## src/rtl/matrix_mult_nxn.sv

```systemverilog
// N x N matrix multiplier: operand banks, one sequential MAC, addressed result read port.
// Define MATRIX_MULT_SIGNED_EN for two's-complement operands and results (default unsigned).
module matrix_mult_nxn #(
   parameter  int N      = 3,
   parameter  int DATA_W = 16,
   localparam int IDX_W  = $clog2(N),
   localparam int ACC_W  = 2*DATA_W + IDX_W
) (
   input  logic               clk,
   input  logic               rst,
   input  logic               wr_en,
   input  logic               wr_sel,
   input  logic [IDX_W-1:0]   wr_row,
   input  logic [IDX_W-1:0]   wr_col,
   input  logic [DATA_W-1:0]  wr_data,
   input  logic               start,
   input  logic [IDX_W-1:0]   rd_row,
   input  logic [IDX_W-1:0]   rd_col,
   output logic [ACC_W-1:0]   rd_data,
   output logic               busy,
   output logic               done
);

   // state   | meaning
   // IDLE    | waiting for start, operands writable
   // COMPUTE | one MAC product per cycle, N^3 cycles
   // DONE    | result held until start drops
   typedef enum logic [1:0] {IDLE, COMPUTE, DONE} state_t;

   localparam logic [IDX_W:0]   N_L  = (IDX_W+1)'(N);
   localparam logic [IDX_W-1:0] LAST = IDX_W'(N-1);

   state_t state_q, state_d;

   logic [DATA_W-1:0]   a_mem [N][N];
   logic [DATA_W-1:0]   b_mem [N][N];
   logic [ACC_W-1:0]    c_mem [N][N];
   logic [IDX_W-1:0]    i_q, j_q, k_q;
   logic [ACC_W-1:0]    acc_q;
   logic [DATA_W-1:0]   a_el, b_el;
   logic [2*DATA_W-1:0] prod;
   logic [ACC_W-1:0]    prod_ext;
   logic                last_step;
   logic                wr_ok, rd_ok;

   assign a_el = a_mem[i_q][k_q];
   assign b_el = b_mem[k_q][j_q];

`ifdef MATRIX_MULT_SIGNED_EN
   assign prod     = $signed({{DATA_W{a_el[DATA_W-1]}}, a_el}) *
                     $signed({{DATA_W{b_el[DATA_W-1]}}, b_el});
   assign prod_ext = {{IDX_W{prod[2*DATA_W-1]}}, prod};
`else
   assign prod     = {{DATA_W{1'b0}}, a_el} * {{DATA_W{1'b0}}, b_el};
   assign prod_ext = {{IDX_W{1'b0}}, prod};
`endif

   assign last_step = (i_q == LAST) && (j_q == LAST) && (k_q == LAST);
   assign wr_ok     = wr_en && !busy && ({1'b0, wr_row} < N_L) && ({1'b0, wr_col} < N_L);
   assign rd_ok     = ({1'b0, rd_row} < N_L) && ({1'b0, rd_col} < N_L);
   assign busy      = (state_q == COMPUTE);

   always_ff @(posedge clk or posedge rst) begin
      if (rst) state_q <= IDLE;
      else     state_q <= state_d;
   end

   always_comb begin
      state_d = IDLE;
      case (state_q)
         IDLE:    state_d = start ? COMPUTE : IDLE;
         COMPUTE: state_d = last_step ? DONE : COMPUTE;
         DONE:    state_d = start ? DONE : IDLE;
         default: state_d = IDLE;
      endcase
   end

   // Operand banks deliberately have no reset so a reset mid-run keeps them loaded.
   always_ff @(posedge clk) begin
      if (wr_ok) begin
         if (wr_sel) b_mem[wr_row][wr_col] <= wr_data;
         else        a_mem[wr_row][wr_col] <= wr_data;
      end
   end

   always_ff @(posedge clk or posedge rst) begin
      if (rst) begin
         i_q     <= '0;
         j_q     <= '0;
         k_q     <= '0;
         acc_q   <= '0;
         rd_data <= '0;
         done    <= 1'b0;
         for (int r = 0; r < N; r++)
            for (int c = 0; c < N; c++)
               c_mem[r][c] <= '0;
      end else begin
         done    <= (state_q == DONE);
         rd_data <= rd_ok ? c_mem[rd_row][rd_col] : '0;
         if (state_q == IDLE && start) begin
            i_q   <= '0;
            j_q   <= '0;
            k_q   <= '0;
            acc_q <= '0;
         end else if (state_q == COMPUTE) begin
            if (k_q == LAST) begin
               c_mem[i_q][j_q] <= acc_q + prod_ext;
               acc_q <= '0;
               k_q   <= '0;
               if (j_q == LAST) begin
                  j_q <= '0;
                  i_q <= (i_q == LAST) ? '0 : i_q + 1'b1;
               end else begin
                  j_q <= j_q + 1'b1;
               end
            end else begin
               acc_q <= acc_q + prod_ext;
               k_q   <= k_q + 1'b1;
            end
         end
      end
   end

endmodule
```

## config.mk

```make
export PLATFORM = sky130hd
export DESIGN_NAME = matrix_mult_nxn
export DESIGN_NICKNAME = d
export VERILOG_FILES = /design/src/rtl/matrix_mult_nxn.sv
export SDC_FILE = /design/constraint.sdc
export NUM_CORES = 2
export LEC_CHECK = 0
export ABC_CLOCK_PERIOD_IN_PS = 17300
export CAP_MARGIN = 0
export CORE_ASPECT_RATIO = 0.8
export CORE_MARGIN = 2
export CORE_UTILIZATION = 60
export DETAILED_ROUTE_END_ITERATION = 6
export GPL_TIMING_DRIVEN = 0
export MAX_ROUTING_LAYER = met4
export PLACE_DENSITY = 0.74
export SETUP_SLACK_MARGIN = 0.05
export SLEW_MARGIN = 0
export SYNTH_ARGS = -nofsm -noshare
export SYNTH_HDL_FRONTEND = slang
export SYNTH_SLANG_ARGS = --single-unit
export TNS_END_PERCENT = 100
```

## constraint.sdc

```tcl
create_clock -name clk -period 17.3 [get_ports clk]
set_clock_uncertainty 0.1 [all_clocks]
set_input_delay 3.46 -clock clk [delete_from_list [all_inputs] [get_ports clk]]
set_output_delay 3.46 -clock clk [all_outputs]
set_load 0.05 [all_outputs]
```

# [Word level (Yosys, flattened, before mapping)]
# Memories as Yosys holds them, arrays and structs flattened.
# Cells that the tools add are included.
# Widths: inputs -> output; s select.
[word_totals] register_bits=383 mem_bits_rw=288 in_bits=29 out_inout_bits=36 n_memories=2
[mem_list] name="a_mem" depth=3 word_bits=48 read_ports=1 rd_clocked_by_memory_dff=0 write_ports=1 line_no="35" rtl="logic [DATA_W-1:0] a_mem [N][N];"
[mem_list] name="b_mem" depth=3 word_bits=48 read_ports=1 rd_clocked_by_memory_dff=0 write_ports=1 line_no="36" rtl="logic [DATA_W-1:0] b_mem [N][N];"
[op_classes] addsub=4 mul=1 n_lt_le_gt_ge=13 n_eq_ne=5 n_mux=45 bitwise=7 reduce_logical=18
[op_table] operator="$bwmux 306" n=1
[op_table] operator="$mux 102" n=3
[op_table] operator="$mux 34" n=7
[op_table] operator="$bmux 102 s2" n=1
[op_table] operator="$demux 102 s2" n=1
[op_table] operator="$mux 48" n=2
[op_table] operator="$mux 16" n=5
[op_table] operator="$bmux 34 s2" n=1
[op_table] operator="$demux 34 s2" n=1
[op_table] operator="$bmux 16 s2" n=2
[op_table] operator="$add 34x32->34" n=1
[op_table] operator="$demux 16 s2" n=1
[op_table] operator="$mul 16x16->32" n=1
[op_table] operator="$mux 2" n=14
[op_table] operator="$ge 3x3->1 const B" n=6
[op_table] operator="$not 2->3" n=6
[op_table] operator="$logic_and 1x1->1" n=10
[op_table] operator="$lt 3x1->1 const B" n=3
[op_table] operator="$eq 2x2->1 const B" n=4
[op_table] operator="$lt 2x2->1 const B" n=4
[op_table] operator="$add 2x1->2 const B" n=3
[op_table] operator="$pmux 2 s3" n=1
[op_table] operator="$reduce_and 3->1" n=2
[op_table] operator="$reduce_bool 2->1" n=3
[op_table] operator="other kinds (6)" n=10

# [Logic depth before layout (Yosys ltp)]
[logic_depth] depth_word=9 depth_mapped=32 depth_no_buf=28

# [Worst setup path after synthesis]
# No wires, ideal clock.
[synth_path] path_kind="register to register" start="register k_q[0]" end="register c_mem[131] (netlist bit)" setup_time_ns=0.127 arrival_ns=7.315 required_time_ns=17.073 slack_ns=9.757 path_stages_with_launch=27 n_path_buf=4 period_less_slack_ns=7.543 path_cell_list="dfrtp_1 -> buf_2 -> clkbuf_1 -> mux2_2 -> mux4_2 -> a21oi_1 -> clkbuf_1 -> nor2_1 -> fa_1 -> inv_1 -> fa_1 -> fa_1 -> inv_1 -> fa_1 -> fa_1 -> inv_1 -> fa_1 -> inv_1 -> ha_1 -> clkbuf_1 -> a21oi_1 -> o21ai_0 -> a32o_1 -> a311oi_4 -> mux2i_1 -> a211oi_4 -> mux2_1"
[synth_between] elab_chain_cells=7 word_cells_on_any_way=13 cone_classes="1 x add/sub; 1 x mul; 1 x eq/ne; 7 x mux; 1 x bitwise; 1 x reduce/logical; 1 x memory"
[synth_lines] item="from (decl)" line_no="38" rtl="logic [IDX_W-1:0] i_q, j_q, k_q;"
[synth_lines] item="from (signal assigned)" line_no="118" rtl="k_q <= k_q + 1'b1;"
[synth_lines] item="$mem_v2 3x48 or $not 2->3 (tied branches)"
[synth_lines] item="$bmux 16 s2, on equally long branches" line_no="47, 46"
[synth_lines] item="$mux 16, on equally long branches (2 in series)" line_no="47, 46"
[synth_lines] item="$mul 16x16->32" line_no="54" rtl="assign prod = {{DATA_W{1'b0}}, a_el} * {{DATA_W{1'b0}}, b_el};"
[synth_lines] item="$add 34x32->34" line_no="107" rtl="c_mem[i_q][j_q] <= acc_q + prod_ext;"
[synth_lines] item="$bwmux 306" line_no="107"
[synth_lines] item="to (signal, indexed assignment)" line_no="107"
[synth_lines] item="to (decl)" line_no="37" rtl="logic [ACC_W-1:0] c_mem [N][N];"
# Parallel ways exist; a longest one is shown, timed or not. The select of a mux whose other input is x is not followed.
# A chain may end at the register's enable or synchronous reset.

# [Worst setup path in the final report]
[layout_path] start="register i_q[1]" end="register c_mem[86] (netlist bit)"
[layout_between] elab_chain_cells=7 word_cells_on_any_way=13 cone_classes="1 x add/sub; 1 x mul; 2 x order compare; 6 x mux; 1 x bitwise; 1 x reduce/logical; 1 x memory"
[layout_lines] item="from (decl)" line_no="38"
[layout_lines] item="from (signal assigned)" line_no="112" rtl="i_q <= (i_q == LAST) ? '0 : i_q + 1'b1;"
[layout_lines] item="$mem_v2 3x48"
[layout_lines] item="$bmux 16 s2" line_no="46" rtl="assign a_el = a_mem[i_q][k_q];"
[layout_lines] item="$mux 16 (implied by the code) (2 in series)" line_no="46"
[layout_lines] item="$mul 16x16->32" line_no="54"
[layout_lines] item="$add 34x32->34" line_no="107"
[layout_lines] item="$bwmux 306 (*)" line_no="107"
# Mark *: on every way between the ends. The rest lies on a longest branch, timed or not. The select of a mux whose other input is x is not followed.

==> tab_implementation.tex <==
\begin{tabular}{lr}
\hline
Metric & Value \\
\hline
\multicolumn{2}{l}{\textbf{Run status}} \\
\quad Run status & finished, violations left \\
\quad Violated checks & DRC, capacitance limit, slew limit \\
\multicolumn{2}{l}{\textbf{Floorplanning}} \\
\quad Starting Density & 60.5\% \\
\quad Top-level I/O count & 65 \\
\quad Core footprint & 0.0609 sq mm \\
\quad Horizontal die dimension & 281 um \\
\quad Num rows & 81 \\
\quad Area of the die & 0.0635 sq mm \\
\quad Height of the die & 226 um \\
\multicolumn{2}{l}{\textbf{Synthesis}} \\
\quad Dominant synthesized flop cell & dfrtp\_1 \\
\quad Part of the Yosys area used for sequential elements & 49.4\% \\
\quad Number of storage elements in the synthesis netlist & 671 \\
\quad Area share of the leading cell type in the synthesized netlist & 26.0\% \\
\quad Syn nets & 3695 \\
\quad Post-synthesis share of cell area spent on full adders, half adders and majority gates & 15.9\% \\
\quad Synth Area in Simple Gates & 8.94\% \\
\quad Number of library cell types mapped by synthesis & 74 \\
\quad Synth Instances & 3333 \\
\quad Avg Inst Size Synth & 11.1 sq um \\
\quad Main combinational cell family by area after synthesis & adder cells \\
\quad Mux contribution to synthesized area & 7.24\% \\
\quad Most area-consuming cells after synthesis & dfrtp\_1 (26\%), edfxtp\_1 (23\%), fa\_1 (12\%) \\
\quad Synth Area in Compound Gates & 11.6\% \\
\quad Xor and xnor area share after synthesis & 0.706\% \\
\quad Synthesized area & 0.0369 sq mm \\
\quad Number of enable-type register cells in the synthesized netlist & 288 \\
\quad Share of flip-flops with an asynchronous set or reset after synthesis & 57.1\% \\
\quad Cell type with the highest aggregate area in the netlist & dfrtp\_1 \\
\quad Yosys warning count & 0 \\
\multicolumn{2}{l}{\textbf{Clocking}} \\
\quad TritonCTS clock tree & yes \\
\quad Master cell of the clock root buffer & clkbuf\_16 \\
\quad TritonCTS buffer count & 69 \\
\quad CTS clock-pin slew for the worst setup and hold paths & 0.06 ns \\
\quad Maximum root-to-sink buffer count & 3 \\
\quad Number of sinks on the clock net & 671 \\
\quad Setup repair bufs after CTS & 0 \\
\quad Worst skew pair latency & 0.64 ns \\
\quad Post-cts gate resize count & 0 \\
\quad H-tree levels & 3 \\
\quad Number of buffers added to fix hold violations after cts & 0 \\
\multicolumn{2}{l}{\textbf{Routing}} \\
\quad Average routed wire per standard cell & 24.1 um \\
\quad Post-Route WL & 105000 um \\
\quad Number of vias per cell & 6.18 \\
\quad Count of routing violations after the opening detailed-route iteration & 3255 \\
\quad \# DRC & 7 \\
\quad Number of vias after detailed routing & 27000 \\
\quad Number of detailed-route iterations in the first pass & 7 \\
\quad Number of antenna-violating nets in the routed design & 0 \\
\multicolumn{2}{l}{\textbf{Layout}} \\
\quad Footprint of the multi-input gates & 0.0165 sq mm \\
\quad Most frequent standard cell in the layout excluding fill and tap cells & nand2\_1 \\
\quad Fin cells & 4372 \\
\quad Combined flip-flop and latch cell area & 0.0182 sq mm \\
\quad Area Overhead vs Synth & 11.8\% \\
\quad Net count reported at finish & 3848 \\
\quad Share of cells above drive strength 1 & 10.7\% \\
\quad Filler Cell Count & 4450 \\
\quad Most frequent cells in the layout & nand2\_1 (464), dfrtp\_1 (383), inv\_1 (366) \\
\multicolumn{2}{l}{\textbf{Setup path}} \\
\quad Critical R2R Capture & c\_mem[86]\$\_DFFE\_PP0P\_ \\
\quad Number of buffer and inverter stages on the critical path & 7 \\
\quad Critical Path Sink Type & flop \\
\quad CP max stage cell & xnor2\_1 \\
\quad Cell family with the largest share of critical-path delay & adder cells \\
\quad Worst Path Max Fanout & 10 \\
\quad Start point of the critical path & i\_q[1]\$\_DFFE\_PP0P\_ \\
\quad Critical Path Max Stage Delay & 1.27 ns \\
\quad Cell-by-cell trace of the critical path & clkbuf\_1, clkbuf\_1, clkbuf\_1, a21oi\_1, o21ai\_0, clkbuf\_1, nand2\_1, fa\_1, fa\_1, fa\_1, fa\_1, inv\_1, fa\_1, inv\_1, fa\_1, inv\_1, ha\_1, a21oi\_1, o21ai\_0, or3\_1, o22ai\_1, o21ai\_0, xnor2\_1, o21ai\_0 \\
\quad Class of the most critical setup path & reg2reg \\
\quad Worst reg-to-reg setup slack & 6.68 ns \\
\quad R2r startpoint & i\_q[1]\$\_DFFE\_PP0P\_ \\
\quad Depth of the worst register-to-register path & 24 \\
\quad Data arrival, critical path & 10.93 ns \\
\quad Startpoint types & flop \\
\quad Required time reported for the critical path endpoint & 17.61 ns \\
\quad CP dominant cell by count & fa\_1 \\
\multicolumn{2}{l}{\textbf{STA}} \\
\quad Final number of max-transition violations & 22 \\
\quad Worst relative slew slack & -9.33\% \\
\quad Tightest Pin Transition & 1.63 ns \\
\quad Final min period & 10.62 ns \\
\quad Count of endpoints failing setup in the final report & 0 \\
\quad RSZ-0062 raised after global routing & no \\
\quad Peak Freq & 94.2 MHz \\
\quad Fin. Hold Viols & 0 \\
\quad Final critical-path share of the clock period & 61.4\% \\
\multicolumn{2}{l}{\textbf{Global routing}} \\
\quad Global route total overflow & 0 \\
\quad GR Util All Layers & 35.3\% \\
\quad Wire length of the first global-routing pass & 160000 um \\
\quad Via count of the first global-routing pass & 26800 \\
\quad Number of antenna violations at the first check in global routing & 6 \\
\quad Maximum number of pins on one net before global-route repair & 114 \\
\multicolumn{2}{l}{\textbf{Place}} \\
\quad DP Cell Count & 4242 \\
\quad Post-DP HPWL & 79600 um \\
\quad Final Wtd Congestion & 0.985 \\
\quad \# port buffers & 61 \\
\multicolumn{2}{l}{\textbf{Worst hold path}} \\
\quad End point of the most critical hold path & c\_mem[126]\$\_DFFE\_PP0P\_ \\
\quad Hold path cells & 2 \\
\quad Worst hold-check path type & reg2reg \\
\quad Worst Min Path Start & c\_mem[126]\$\_DFFE\_PP0P\_ \\
\multicolumn{2}{l}{\textbf{Job}} \\
\quad \# Max-Cap Violations & 5 \\
\hline
\end{tabular}
==> how the worst max path moves through the flow <==
stage	cells past startpoint	endpoint
2_1_floorplan	1	acc_q[0]$_DFFE_PP0P_
3_3_place_gp	2	c_mem[195]$_DFFE_PP0P_
3_5_place_dp	24	c_mem[86]$_DFFE_PP0P_
4_1_cts	29	c_mem[202]$_DFFE_PP0P_
5_1_grt	24	c_mem[256]$_DFFE_PP0P_
6_report	24	c_mem[86]$_DFFE_PP0P_
==> sequential cells by signal (all words and copies together) (netlist names) <==
name     count
a_mem      144
acc_q       34
b_mem      144
c_mem      306
done         1
i_q          2
j_q          2
k_q          2
rd_data     34
state_q      2
==> worst reg2reg max path, delay by kind of cell, from the launching register on <==
family	cells	cell delay, ns
AO/OA/AOI/OAI	7	2.71
adder cells (fa/ha/maj)	7	3.44
XOR/XNOR	1	1.27
flip-flops	1	0.32
buffers and inverters	7	2.06
AND/OR/NAND/NOR	2	0.51
==> stage by stage <==
stage          TNS [ns]  utilization, %  hold WS, ns  setup slack, ns  instance area [sq um]
2_1_floorplan         0               -        0.345             3.10                  36900
3_3_place_gp    -239.96            63.2        0.356           -0.692                  38500
3_5_place_dp          0            63.9        0.365             7.14                  38900
4_1_cts               0            67.6        0.377             7.08                  41200
5_1_grt               0            67.7        0.398             6.52                  41200
6_report              0            67.7        0.379             6.68                  41200
==> per-layer routing <==
| layer | global-route usage (%) | vias up | share of wire, % |
|---|---|---|---|
| li1 | - | 11600 | - |
| met1 | 52.6 | 13700 | 42 |
| met2 | 47.6 | 1616 | 42 |
| met3 | 11.0 | 170 | 14 |
| met4 | 7.66 | 0 | 2.0 |
| met5 | - | - | 0 |
==> cells by family after synthesis <==
| family | count (synthesis) |
|---|---|
| xor gates and xnor gates | 28 |
| muxes | 210 |
| AOI/OAI and AO/OA | 724 |
| adders and majority gates | 333 |
| and+or+nand+nor | 796 |
| buffers and inverters | 571 |
| DFF | 671 |
==> final cells by class <==
cell class / instances / share of cell area [%]
plain buffers: 200 / 2.15
clock inverters: 33 / 0.795
inverters: 371 / 3.40
multi-input cells: 2091 / 39.9
well taps: 830 / 2.52
flip-flops and latches: 671 / 44.2
repair buffers: 82 / 2.29
clock buffers: 91 / 4.68
diodes: 3 / 0.0182
==> Yosys cell counts (all sizes together), types with 14 or more instances <==
master and count:
a21oi 139, o221ai 35, fa 226, mux2i 36, and3 18, inv 369, o22ai 90, nor2 219
xnor2 19, clkbuf 159, mux4 31, ha 107, o21a 43, and2 22, mux2 143, edfxtp 288
nand2 467, o21ai 343, o31a 14, dfrtp 383, a21o 20, nor2b 21, buf 41
Power is not shown: default switching activity piles up to over one toggle a cycle in this logic, so the estimate is an artifact.
